[src/rtl/mem_arb_pkg.sv]
// Shared definitions for the fetch/data memory port arbiter:
// FSM state encoding, port identifiers and read-latency counter sizing.
package mem_arb_pkg;

    typedef enum logic [1:0] {
        IDLE  = 2'd0,
        ISSUE = 2'd1,
        WAIT  = 2'd2,
        ACK   = 2'd3
    } arb_state_e;

    localparam logic PORT_IF = 1'b0;
    localparam logic PORT_D  = 1'b1;

    localparam int MAX_RD_LATENCY = 7;
    localparam int LAT_CNT_W      = 3;

    // Value loaded into the latency counter when ISSUE hands over to WAIT.
    // Out-of-range latencies are clamped so the counter never wraps.
    function automatic logic [LAT_CNT_W-1:0] lat_preload(input int rd_latency);
        if (rd_latency <= 0)
            return '0;
        if (rd_latency > MAX_RD_LATENCY)
            return LAT_CNT_W'(MAX_RD_LATENCY - 1);
        return LAT_CNT_W'(rd_latency - 1);
    endfunction

endpackage

[src/rtl/rr_arb2.sv]
// Two-input round-robin picker. On a tie the port that was not granted last
// wins; the last-grant register only moves when the owner accepts a grant.
module rr_arb2
    import mem_arb_pkg::*;
(
    input  logic       clk,
    input  logic       rstb,
    input  logic [1:0] i_req,
    input  logic       i_update,
    output logic [1:0] o_gnt,
    output logic       o_gnt_idx
);

    logic r_last_grant;
    logic w_pick;

    always_comb begin
        w_pick = i_req[PORT_D];
        if (&i_req)
            w_pick = ~r_last_grant;
    end

    assign o_gnt     = {i_req[PORT_D] & w_pick, i_req[PORT_IF] & ~w_pick};
    assign o_gnt_idx = w_pick;

    // Resetting to DATA lets fetch win the first tie after reset.
    always_ff @(posedge clk or negedge rstb) begin
        if (!rstb)
            r_last_grant <= PORT_D;
        else if (i_update && (|i_req))
            r_last_grant <= w_pick;
    end

endmodule

[src/rtl/mem_port_arbiter.sv]
// Shares one single-port memory between the instruction-fetch and data ports
// of the core using a req/ack handshake and round-robin arbitration.
module mem_port_arbiter
    import mem_arb_pkg::*;
#(
    parameter int AW         = 32,
    parameter int DW         = 32,
    parameter int RD_LATENCY = 1
) (
    input  logic          clk,
    input  logic          rstb,
    input  logic          if_req,
    input  logic [AW-1:0] if_addr,
    output logic          if_ack,
    output logic [DW-1:0] if_rd_data,
    input  logic          d_req,
    input  logic          d_wr_ena,
    input  logic [AW-1:0] d_addr,
    input  logic [DW-1:0] d_wr_data,
    output logic          d_ack,
    output logic [DW-1:0] d_rd_data,
    output logic [AW-1:0] mem_addr,
    output logic          mem_wr_ena,
    output logic [DW-1:0] mem_wr_data,
    input  logic [DW-1:0] mem_rd_data,
    output logic          busy
);

    localparam logic                 COMB_READ = (RD_LATENCY == 0);
    localparam logic [LAT_CNT_W-1:0] LAT_INIT  = lat_preload(RD_LATENCY);

    arb_state_e           r_state;
    arb_state_e           w_state_nxt;
    logic                 r_gnt_port;
    logic [LAT_CNT_W-1:0] r_lat_cnt;
    logic [AW-1:0]        r_mem_addr;
    logic                 r_mem_wr_ena;
    logic [DW-1:0]        r_mem_wr_data;
    logic [DW-1:0]        r_if_rd_data;
    logic [DW-1:0]        r_d_rd_data;
    logic                 r_if_ack;
    logic                 r_d_ack;

    logic [1:0]           w_gnt;
    logic                 w_gnt_idx;
    logic                 w_idle;
    logic                 w_grant;
    logic                 w_capture;

    assign w_idle  = (r_state == IDLE);
    assign w_grant = w_idle && (|w_gnt);

    rr_arb2 u_rr_arb2 (
        .clk       (clk),
        .rstb      (rstb),
        .i_req     ({d_req, if_req}),
        .i_update  (w_idle),
        .o_gnt     (w_gnt),
        .o_gnt_idx (w_gnt_idx)
    );

    always_comb begin
        w_state_nxt = r_state;
        w_capture   = 1'b0;
        case (r_state)
            IDLE: begin
                if (w_grant)
                    w_state_nxt = ISSUE;
            end
            ISSUE: begin
                if (r_mem_wr_ena) begin
                    w_state_nxt = ACK;
                end else if (COMB_READ) begin
                    w_state_nxt = ACK;
                    w_capture   = 1'b1;
                end else begin
                    w_state_nxt = WAIT;
                end
            end
            WAIT: begin
                if (r_lat_cnt == '0) begin
                    w_state_nxt = ACK;
                    w_capture   = 1'b1;
                end
            end
            ACK: begin
                w_state_nxt = IDLE;
            end
            default: begin
                w_state_nxt = IDLE;
            end
        endcase
    end

    always_ff @(posedge clk or negedge rstb) begin
        if (!rstb) begin
            r_state       <= IDLE;
            r_gnt_port    <= PORT_IF;
            r_lat_cnt     <= '0;
            r_mem_addr    <= '0;
            r_mem_wr_ena  <= 1'b0;
            r_mem_wr_data <= '0;
            r_if_rd_data  <= '0;
            r_d_rd_data   <= '0;
            r_if_ack      <= 1'b0;
            r_d_ack       <= 1'b0;
        end else begin
            r_state  <= w_state_nxt;
            // ACK is only ever entered from ISSUE/WAIT, so this is a single-cycle pulse.
            r_if_ack <= (w_state_nxt == ACK) && (r_gnt_port == PORT_IF);
            r_d_ack  <= (w_state_nxt == ACK) && (r_gnt_port == PORT_D);

            if (w_grant) begin
                r_gnt_port   <= w_gnt_idx;
                r_mem_addr   <= w_gnt[PORT_D] ? d_addr : if_addr;
                r_mem_wr_ena <= w_gnt[PORT_D] & d_wr_ena;
                if (w_gnt[PORT_D])
                    r_mem_wr_data <= d_wr_data;
            end

            if (r_state == ISSUE) begin
                r_mem_wr_ena <= 1'b0;
                r_lat_cnt    <= LAT_INIT;
            end

            if ((r_state == WAIT) && (r_lat_cnt != '0))
                r_lat_cnt <= r_lat_cnt - LAT_CNT_W'(1);

            // Only the granted port's read register moves; the other holds.
            if (w_capture) begin
                if (r_gnt_port == PORT_D)
                    r_d_rd_data <= mem_rd_data;
                else
                    r_if_rd_data <= mem_rd_data;
            end
        end
    end

    assign if_ack      = r_if_ack;
    assign d_ack       = r_d_ack;
    assign if_rd_data  = r_if_rd_data;
    assign d_rd_data   = r_d_rd_data;
    assign mem_addr    = r_mem_addr;
    assign mem_wr_ena  = r_mem_wr_ena;
    assign mem_wr_data = r_mem_wr_data;
    assign busy        = (r_state != IDLE);

endmodule
[config.mk]
export PLATFORM = sky130hd
export DESIGN_NAME = mem_port_arbiter
export DESIGN_NICKNAME = d
export VERILOG_FILES = /design/src/rtl/mem_arb_pkg.sv /design/src/rtl/rr_arb2.sv /design/src/rtl/mem_port_arbiter.sv
export SDC_FILE = /design/constraint.sdc
export NUM_CORES = 1
export LEC_CHECK = 0
export BUFFER_PORTS_ARGS = -buffer_cell sky130_fd_sc_hd__buf_2
export CAP_MARGIN = 30
export CORE_ASPECT_RATIO = 1.1
export CORE_MARGIN = 4
export CORE_UTILIZATION = 35
export CTS_CLUSTER_DIAMETER = 40
export DETAILED_ROUTE_END_ITERATION = 10
export PLACE_DENSITY_LB_ADDON = 0.05
export SETUP_SLACK_MARGIN = 0.15
export SKIP_LAST_GASP = 1
export SLEW_MARGIN = 25
export SYNTH_ARGS = -nofsm -noshare
export SYNTH_HDL_FRONTEND = slang
export SYNTH_HIERARCHICAL = 1
export SYNTH_SLANG_ARGS = --single-unit
[constraint.sdc]
create_clock -name clk -period 2 [get_ports clk]
set_input_delay 0.1 -clock clk [delete_from_list [all_inputs] [get_ports clk]]
set_output_delay 0.1 -clock clk [all_outputs]
set_load 0.05 [all_outputs]
# Yosys cells after proc, flatten, opt, wreduce, memory -nomap -nowiden
# Index checks and enable logic that the tools add are counted.
# op_classes
n_bitwise,6
n_reduce_logical,17
mux,12
n_eq_ne,4
addsub,1
# ops
cell,count
$mux W32,1
$pmux W2 S4,1
$reduce_and A2 Y1,4
$eq A2 B2 Y1 const B,3
$mux W1,6
$mux W3,2
$reduce_bool A2 Y1,3
$logic_and A1 B1 Y1,5
$mux W2,2
$reduce_or A2 Y1,2
$and A1 B1 Y1,3
$logic_not A3 Y1,1
$not A1 Y1,3
$reduce_bool A3 Y1,1
$sub A3 B1 Y3 const B,1
$eq A2 B1 Y1 const B,1
$logic_not A2 Y1,1
# word_totals
reg_bits,138
out_inout_bits,132
in_bits,133
elab_cells,51

# Logic depth before layout (Yosys ltp)
# Gate-level depths: netlist of the first run.
# depth
word_depth,10
depth_mapped,7
depth_no_buf,5

# Cells and area by module
# Netlist of the first run, hierarchy kept.
# by_module_without_submodules
module,instances,cells_each,seq_area_each_um2,area_per_inst_um2
mem_port_arbiter,1,382,3428.3,5487.8
rr_arb2,1,7,26.3,63.8

# Least setup slack after synthesis of the first run
# No wires, ideal clock.
# synth_timing
kind,register to register
from,reg r_state[0]
to,"reg r_if_rd_data[10], in the netlist if_rd_data[10]"
arrival_ns,1.500
t_required_ns,1.875
setup_ns,0.125
slack_ns,0.375
path_stages_with_launch,7
synth_period_minus_slack_ns,1.625
path_buffers,1
path_cell_list,dfrtp_1 > inv_1 > ha_1 > nand3b_1 > nor2_4 > buf_6 > mux2_2
# synth_via
elab_chain_cells,3
# synth_rtl
element,line_no,rtl
start: declaration,mem_port_arbiter.sv:32,arb_state_e r_state;
start signal: assignment,mem_port_arbiter.sv:108,r_state <= w_state_nxt;
$eq A2 B2 Y1,mem_port_arbiter.sv:65,case (r_state)
$mux W1,mem_port_arbiter.sv:65,
$reduce_and A2 Y1 (no source line),n/a,
end signal: assignment,mem_port_arbiter.sv:134,r_if_rd_data <= mem_rd_data;
end: declaration,mem_port_arbiter.sv:39,logic [DW-1:0] r_if_rd_data;
# No other way between the ends.
# A chain may end at the register's enable or synchronous reset.

# Worst setup path after layout of the first run
# layout_timing
from,reg r_lat_cnt[0]
to,"reg r_if_rd_data[19], in the netlist if_rd_data[19]"
# layout_via
elab_chain_cells,4
# layout_rtl
element,line_no,rtl
start: declaration,mem_port_arbiter.sv:35,logic [LAT_CNT_W-1:0] r_lat_cnt;
start signal: assignment,mem_port_arbiter.sv:127,r_lat_cnt <= r_lat_cnt - LAT_CNT_W'(1);
$logic_not A3 Y1,mem_port_arbiter.sv:81,if (r_lat_cnt == '0) begin
$mux W1,mem_port_arbiter.sv:81,
$mux W1,mem_port_arbiter.sv:65,
$reduce_and A2 Y1 (no source line),n/a,
# No other way between the ends.

==> results of run 1 <==
sequential cells by signal, indices dropped and copies added, names as in the netlist:
register	count
mem_wr_ena	1
r_state	2
if_rd_data	32
d_rd_data	32
if_ack	1
u_rr_arb2/r_last_grant	1
r_lat_cnt	3
r_gnt_port	1
mem_addr	32
d_ack	1
mem_wr_data	32
routing by layer:
layer	track usage [%]	vias up	share of wire, %
met4	6.31	0	1.9
met2	29.6	168	51
met5	0	-	0
met3	6.18	22	8.0
met1	19.6	2121	39
li1	-	2158	-
power groups by stage:
stage               clock, uW  sequential, uW  combinational [uW]
floorplan                   0            9560                2230
global route             3400            5070                9870
global placement            0            4890                9060
detailed placement          0            4920                9190
CTS                      3260            4900                9390
finish                   3160            4890                9360
synth_stat cells (2+ instances only):
library cell	count
buf_6	3
nand2b_1	3
a32oi_1	2
buf_4	3
nand2_1	33
inv_1	7
nor2_1	3
ha_1	5
dfrtp_1	137
o21ai_0	33
buf_2	12
mux2_2	96
a21boi_0	2
clkbuf_1	2
mux2i_1	35
logic make-up (layout without fill, tap and decap cells):
family / after synthesis / after routing / synth area share, %
mux: 132 / 132 / 26.0
flops: 138 / 138 / 62.2
compound gates: 43 / 43 / 4.30
simple gates: 44 / 44 / 3.65
buf+inv: 27 / 437 / 2.70
fa+ha+maj: 5 / 5 / 1.13
final timing paths:
check / startpoint / endpoint / slack (ns) / cells after the start
worst min-delay path: d_addr[23] / mem_addr[23] / 0.01 / 3
min in group asynchronous: rstb / d_rd_data[1] / 0.21 / 2
worst max register to register: r_lat_cnt[0] / if_rd_data[19] / 0.24 / 6
worst max-delay path: r_lat_cnt[0] / if_rd_data[19] / 0.24 / 6
worst min register to register: mem_addr[28] / mem_addr[28] / 0.47 / 2
max in group asynchronous: rstb / d_rd_data[12] / 1.15 / 3
cell type report:
cell class / count / area share, %
Clock buffer: 20 / 5.05
Multi-Input combinational cell: 224 / 21.9
Tap cell: 200 / 2.77
Sequential cell: 138 / 38.2
Inverter: 7 / 0.290
Clock inverter: 11 / 1.60
Timing Repair Buffer: 399 / 30.2
critical path, stage by stage (launching register included):
cell       delay, ns
dfrtp_1         0.39
inv_1           0.08
ha_1            0.23
nand3b_1        0.17
nor2_4          0.22
clkbuf_16       0.22
mux2_2          0.34
timing repair:
item,CTS,global route
hold endpoints to repair,174,0
buffers inserted,0,0
setup endpoints to repair,0,33
gates resized for setup,0,4
hold buffers,123,0
metrics by stage:
stage	total power, uW	util, %	hold WS [ns]
final	17400	57.9	0.0135
after global routing	18300	57.9	0.0237
after CTS	17500	57.7	0.00256
after detailed placement	14100	45.9	0.0944
after global placement	13900	45.9	0.0822
after floorplan	11800	-	-0.196
==> metrics.md, run 1 <==
| Metric | Value |
|---|---|
| RSZ-0062 raised after global routing | false |
| Syn Area/Cell | between 10 and 15 um2 |
| Worst Path Required | about 2.3 ns |
| Worst slack, placed | a little under 0.2 ns |
| Commonest non-fill, non-tap cell in the layout | buf_2 |
| Hpwl dp | approximately 10000 um |
| Sw Ratio | 48.8% |
| Outcome | completed |
| Total Neg Setup Slack | 0 ns |
| Crit start category | flop |
| CTS Buf Count | 17 |
| IO Port Bufs | 264 |
| Largest net degree at the start of global routing | 53 |
| Commonest non-fill, non-tap cells in the layout | 263 x buf_2, 137 x dfrtp_1, 123 x dlygate4sd3_1, 96 x mux2_2, 35 x mux2i_1 |
| Die footprint | 0.0179 mm2 |
| Slew headroom | approximately 66% |
| Hold crit path type | input port to flop |
| Fin area | 0.00905 mm2 |
| Lkg Pwr | ~0.0044 uW |
| Diode count | 0 |
| Sequential share of power | between 20 and 30% |
| Crit Path Category | flop to flop |
| Die width | roughly 130 um |
| Filler cell count | 1329 |
| Final Hold Violating Endpoints | 0 |
| Area occupied by multi-input gates | 0.00198 mm2 |
| Total number of yosys warnings | 6 |
| Final #Nets | between 900 and 1000 |
| I/O pins | around 270 |
| Pwr Density | between 1500 and 2000 mW/mm2 |
| Placed cells | around 840 |
| Mapped cell area | between 0.005 and 0.006 mm2 |
| Top FF cell, synth | dfrtp_1 |
| Number of remaining DRC errors | 0 |
| DR WL/cell | about 15 um |
| DP Area | a little over 0.007 mm2 |
| Cell taking the most area after synthesis | dfrtp_1 |
| Worst slew pin tran | between 0.5 and 0.6 ns |
| Post-Route WL | 15000 um |
| Min Tclk post-route | ~1.8 ns |
| Seq cells post-synth | 138 |
| Clock Root Buffer | clkbuf_16 |
| CTS tree | done |
| Switch Pwr | 8490 uW |
| Post-Syn Nets | roughly 530 |
| First-pass GRT wire length | ~24000 um |
| Share of layout cells above drive strength 1 | a little over 50% |
| Final setup margin | roughly 0.24 ns |
| Global route overflow | 0 |
| Worst Path Max Fanout | 16 |
| Setup crit end kind | flop |
| TritonRoute pass-1 iters | 4 |
| Initial core utilization | 35.6% |
| F_max | between 500 and 600 MHz |
| Non-filler cells, final | 999 |
| Synth cell types | 28 |
| Synth area leaders | dfrtp_1 62%, mux2_2 19%, mux2i_1 6.3%, o21ai_0 3.0%, nand2_1 2.2% |
| Via count | ~4500 |
| Seq/Total Area, Yosys | about 62% |
| H-tree depth | 4 |
| Logic pwr share | 53.8% |
| Initial antenna violation count | 0 |
| Post-synth ARST share | between 90% and 100% |
| Num rows | 48 |
| Period Utilization, post-route | a little under 90% |
| Clock power share | a little under a fifth |
| Clock Sinks | between 100 and 150 |
| Final ANT Viol Nets | 0 |
| DRT iter0 DRCs | 103 |
| Crit path DAT | about 2 ns |
| Post-synth top area share | 61.8% |
| # setup viols final | 0 |
| Internal power | ~8900 uW |
| Max VDD drop | slightly above 0.0008 V |
| Clk buf depth | 2 |
| Layout Skew | 0.00969 ns |
| Drt via density | between 4 and 5 |
| Area delta synth->final | 62.9% |
| Core area | roughly 0.016 mm2 |
| Number of flops mapped to enable cells by yosys | 0 |
| Vias in the first global route | approximately 4900 |
| Max Slew Vio Count | 0 |
| Number of max-cap violations | 0 |
| Post-synthesis instance total | about 390 |
| CTS clk-pin slew, worst paths | about 0.06 ns |
| Placer congestion estimate | ~0.76 |
| Later-pin clock latency in the skew report | approximately 0.42 ns |
| Die Span Y | roughly 140 um |
| Total track usage | between 15 and 20% |
| Storage cell area | about 0.0035 mm2 |
Note: power is estimated with default switching activity, not from simulation.
==> run 2: changes to the inputs <==
==> constraint.sdc (replaced) <==
create_clock -name clk -period 1.9 [get_ports clk]
set_input_delay 0.095 -clock clk [delete_from_list [all_inputs] [get_ports clk]]
set_output_delay 0.095 -clock clk [all_outputs]
set_load 0.01 [all_outputs]
==> run 2 against run 1 <==
  * Die area unchanged
  * First-iteration DRC count grew 2.9%
  * Sequential power up 5.1%
  * Critical endpoint is now if_rd_data[14]
  * Largest power group unchanged
==> metrics.md, run 2 (same netlist as run 1, synthesis figures left out) <==
| Metric | Value |
|---|---|
| Slew headroom | 64.2% (was 66.5%) |
| Setup crit end kind | flop (unchanged) |
| Crit path buf inv count | 2 (unchanged) |
| GRT busiest layer | met2 (unchanged) |
| Slowest stage cell, crit path | dfrtp_1 (unchanged) |
| Storage cell area | 0.00345 mm2 (unchanged) |
| IO Port Bufs | 264 (unchanged) |
| Max Slew Vio Count | 0 (unchanged) |
| Hpwl dp | 10300 um (was 10500 um) |
| Fin area | 0.00915 mm2 (was 0.00905 mm2) |
| Initial antenna violation count | 0 (unchanged) |
| # setup viols final | 0 (unchanged) |
| Hold crit path type | input port to flop (unchanged) |
| Crit-path leading delay family | simple AND/OR/NAND/NOR gates (was flip-flops) |
| Lkg Pwr | 0.00450 uW (was 0.00443 uW) |
| DR WL/cell | 15.6 um (was 15.0 um) |
| Pwr Density | 1560 mW/mm2 (was 1920 mW/mm2) |
| Sw Ratio | 32.4% (was 48.8%) |
| Drt via density | 4.49 (was 4.47) |
| Total track usage | 17.1% (was 17.2%) |
| Area occupied by multi-input gates | 0.00201 mm2 (was 0.00198 mm2) |
| Total Neg Setup Slack | 0 ns (unchanged) |
| Switch Pwr | 4630 uW (was 8490 uW) |
| TritonRoute pass-1 iters | 4 (unchanged) |
| Later-pin clock latency in the skew report | 0.41 ns (was 0.42 ns) |
| Finished Core Util | 58.6% (was 57.9%) |
| Worst slew pin tran | 0.537 ns (was 0.503 ns) |
| Largest net degree at the start of global routing | 66 (was 53) |
| Worst r2r path cells | 6 (unchanged) |
| RSZ-0062 raised after global routing | true (was false) |
| Period Utilization, post-route | 92.0% (was 88.0%) |
| CP max stage delay | 0.40 ns (was 0.39 ns) |
| Clock Root Buffer | clkbuf_16 (unchanged) |
| Clock Sinks | 138 (unchanged) |
| Crit start category | flop (unchanged) |
| Via count | 4504 (was 4469) |
| Die width | 128 um (unchanged) |
| Number of max-cap violations | 0 (unchanged) |
| Post-Route WL | 15600 um (was 15000 um) |
| Crit path depth | 6 (unchanged) |
| First-pass GRT wire length | 24400 um (was 24300 um) |
| Met3 Usage GRT | 5.95% (was 6.18%) |
| Crit path DAT | 2.03 ns (was 2.05 ns) |
| Commonest non-fill, non-tap cells in the layout | 263 x buf_2, 137 x dfrtp_1, 121 x dlygate4sd3_1, 92 x mux2_2, 35 x mux2i_1 (was 263 x buf_2, 137 x dfrtp_1, 123 x dlygate4sd3_1, 96 x mux2_2, 35 x mux2i_1) |
| DP Area | 0.00719 mm2 (was 0.00717 mm2) |
| Layout Skew | 0.00941 ns (was 0.00969 ns) |
| H-tree depth | 4 (unchanged) |
| Global route overflow | 0 (unchanged) |
| Core area | 0.0156 mm2 (unchanged) |
| Share of layout cells above drive strength 1 | 52.1% (was 51.3%) |
| Initial core utilization | 35.6% (unchanged) |
| Worst Path Max Fanout | 8 (was 16) |
| Clk buf depth | 2 (unchanged) |
| Met1 Usage GRT | 19.9% (was 19.6%) |
| Logic pwr share | 39.4% (was 53.8%) |
| Hold Crit Depth | 3 (unchanged) |
| Die Span Y | 140 um (unchanged) |
| Placer congestion estimate | 0.739 (was 0.764) |
| Clock power share | 24.7% (was 18.2%) |
| Vias in the first global route | 4903 (was 4923) |
| Commonest non-fill, non-tap cell in the layout | buf_2 (unchanged) |
| DRT iter0 DRCs | 106 (was 103) |
| Final ANT Viol Nets | 0 (unchanged) |
| CTS tree | done (unchanged) |
| Crit path cell chain | inv_2 -> ha_4 -> nand3b_1 -> nor2_4 -> clkbuf_16 -> mux2_2 (was inv_1 -> ha_1 -> nand3b_1 -> nor2_4 -> clkbuf_16 -> mux2_2) |
| Number of remaining DRC errors | 0 (unchanged) |
| Max VDD drop | 0.000717 V (was 0.000823 V) |
| F_max | 572 MHz (was 568 MHz) |
| Die footprint | 0.0179 mm2 (unchanged) |
| CTS clk-pin slew, worst paths | 0.05 ns (was 0.06 ns) |
| Diode count | 0 (unchanged) |
| Final #Nets | 928 (was 925) |
| Area delta synth->final | 64.8% (was 62.9%) |
| Num rows | 48 (unchanged) |
| Internal power | 9660 uW (was 8920 uW) |
| I/O pins | 265 (unchanged) |
| Crit Path Category | flop to flop (unchanged) |
| CTS Buf Count | 17 (unchanged) |
| Worst Path Required | 2.19 ns (was 2.29 ns) |
| Filler cell count | 1294 (was 1329) |
| Outcome | completed (unchanged) |
| Min Tclk post-route | 1.75 ns (was 1.76 ns) |
| Final Hold Violating Endpoints | 0 (unchanged) |
| GR met2 Demand/Resource | 29.0% (was 29.6%) |
| Sequential share of power | 36.0% (was 28.1%) |
[run 2: timing repair]
item,in CTS,in global routing
buffers inserted,0,1
hold buffers,121,0
resized for setup,0,12
endpoints found under the hold margin,175,0
endpoints found under the setup margin,0,33
[run 2: path summary, 6_finish.rpt]
kind | end | slack (ns) | startpoint
hold reg to reg | mem_addr[31] | 0.47 | mem_addr[31]
max in group asynchronous | r_state[0] | 1.01 | rstb
min in group asynchronous | if_rd_data[1] | 0.19 | rstb
hold / removal | mem_addr[1] | 0.002 | d_addr[1]
setup reg to reg | if_rd_data[14] | 0.15 | r_state[0]
setup / recovery | if_rd_data[14] | 0.15 | r_state[0]
[run 2: area by class of cell]
cell class | instances | share of cell area (%)
Timing Repair Buffer | 402 | 30.2
Multi-Input combinational cell | 224 | 22.0
Sequential cell | 138 | 37.8
Inverter | 7 | 0.287
Clock inverter | 10 | 1.79
Clock buffer | 22 | 5.18
Tap cell | 200 | 2.73
[run 2: per-layer routing]
layer | wire (um) | part of all wire, % | vias to the layer above
met5 | 0 | 0 | -
met4 | 307 | 2.0 | 0
met3 | 1290 | 8.2 | 21
met2 | 7870 | 50 | 163
met1 | 6160 | 39 | 2151
li1 | - | - | 2169
[run 2: power by group through the flow]
stage	registers (uW)	logic [uW]	clock network (uW)
2_1_floorplan	5820	2310	0
3_3_place_gp	5170	5160	0
3_5_place_dp	5170	5300	0
4_1_cts	5140	5510	3620
5_1_grt	5330	6140	3760
6_report	5140	5630	3520
[run 2: tightest hold or removal path, stage by stage]
cell and delay (ns):
buf_2 0.07, mux2i_1 0.07, o21ai_0 0.13
[run 2: stage by stage]
stage                     power (uW)  worst slack (ns)  cells  hold slack, ns
after floorplan                 8120             0.275    389          -0.201
after global placement         10300             0.230    846          0.0866
after detailed placement       10500             0.191    846          0.0914
after CTS                      14300             0.181    999         0.00138
after global routing           15200            0.0877   1003          0.0150
final                          14300             0.152   1003         0.00240
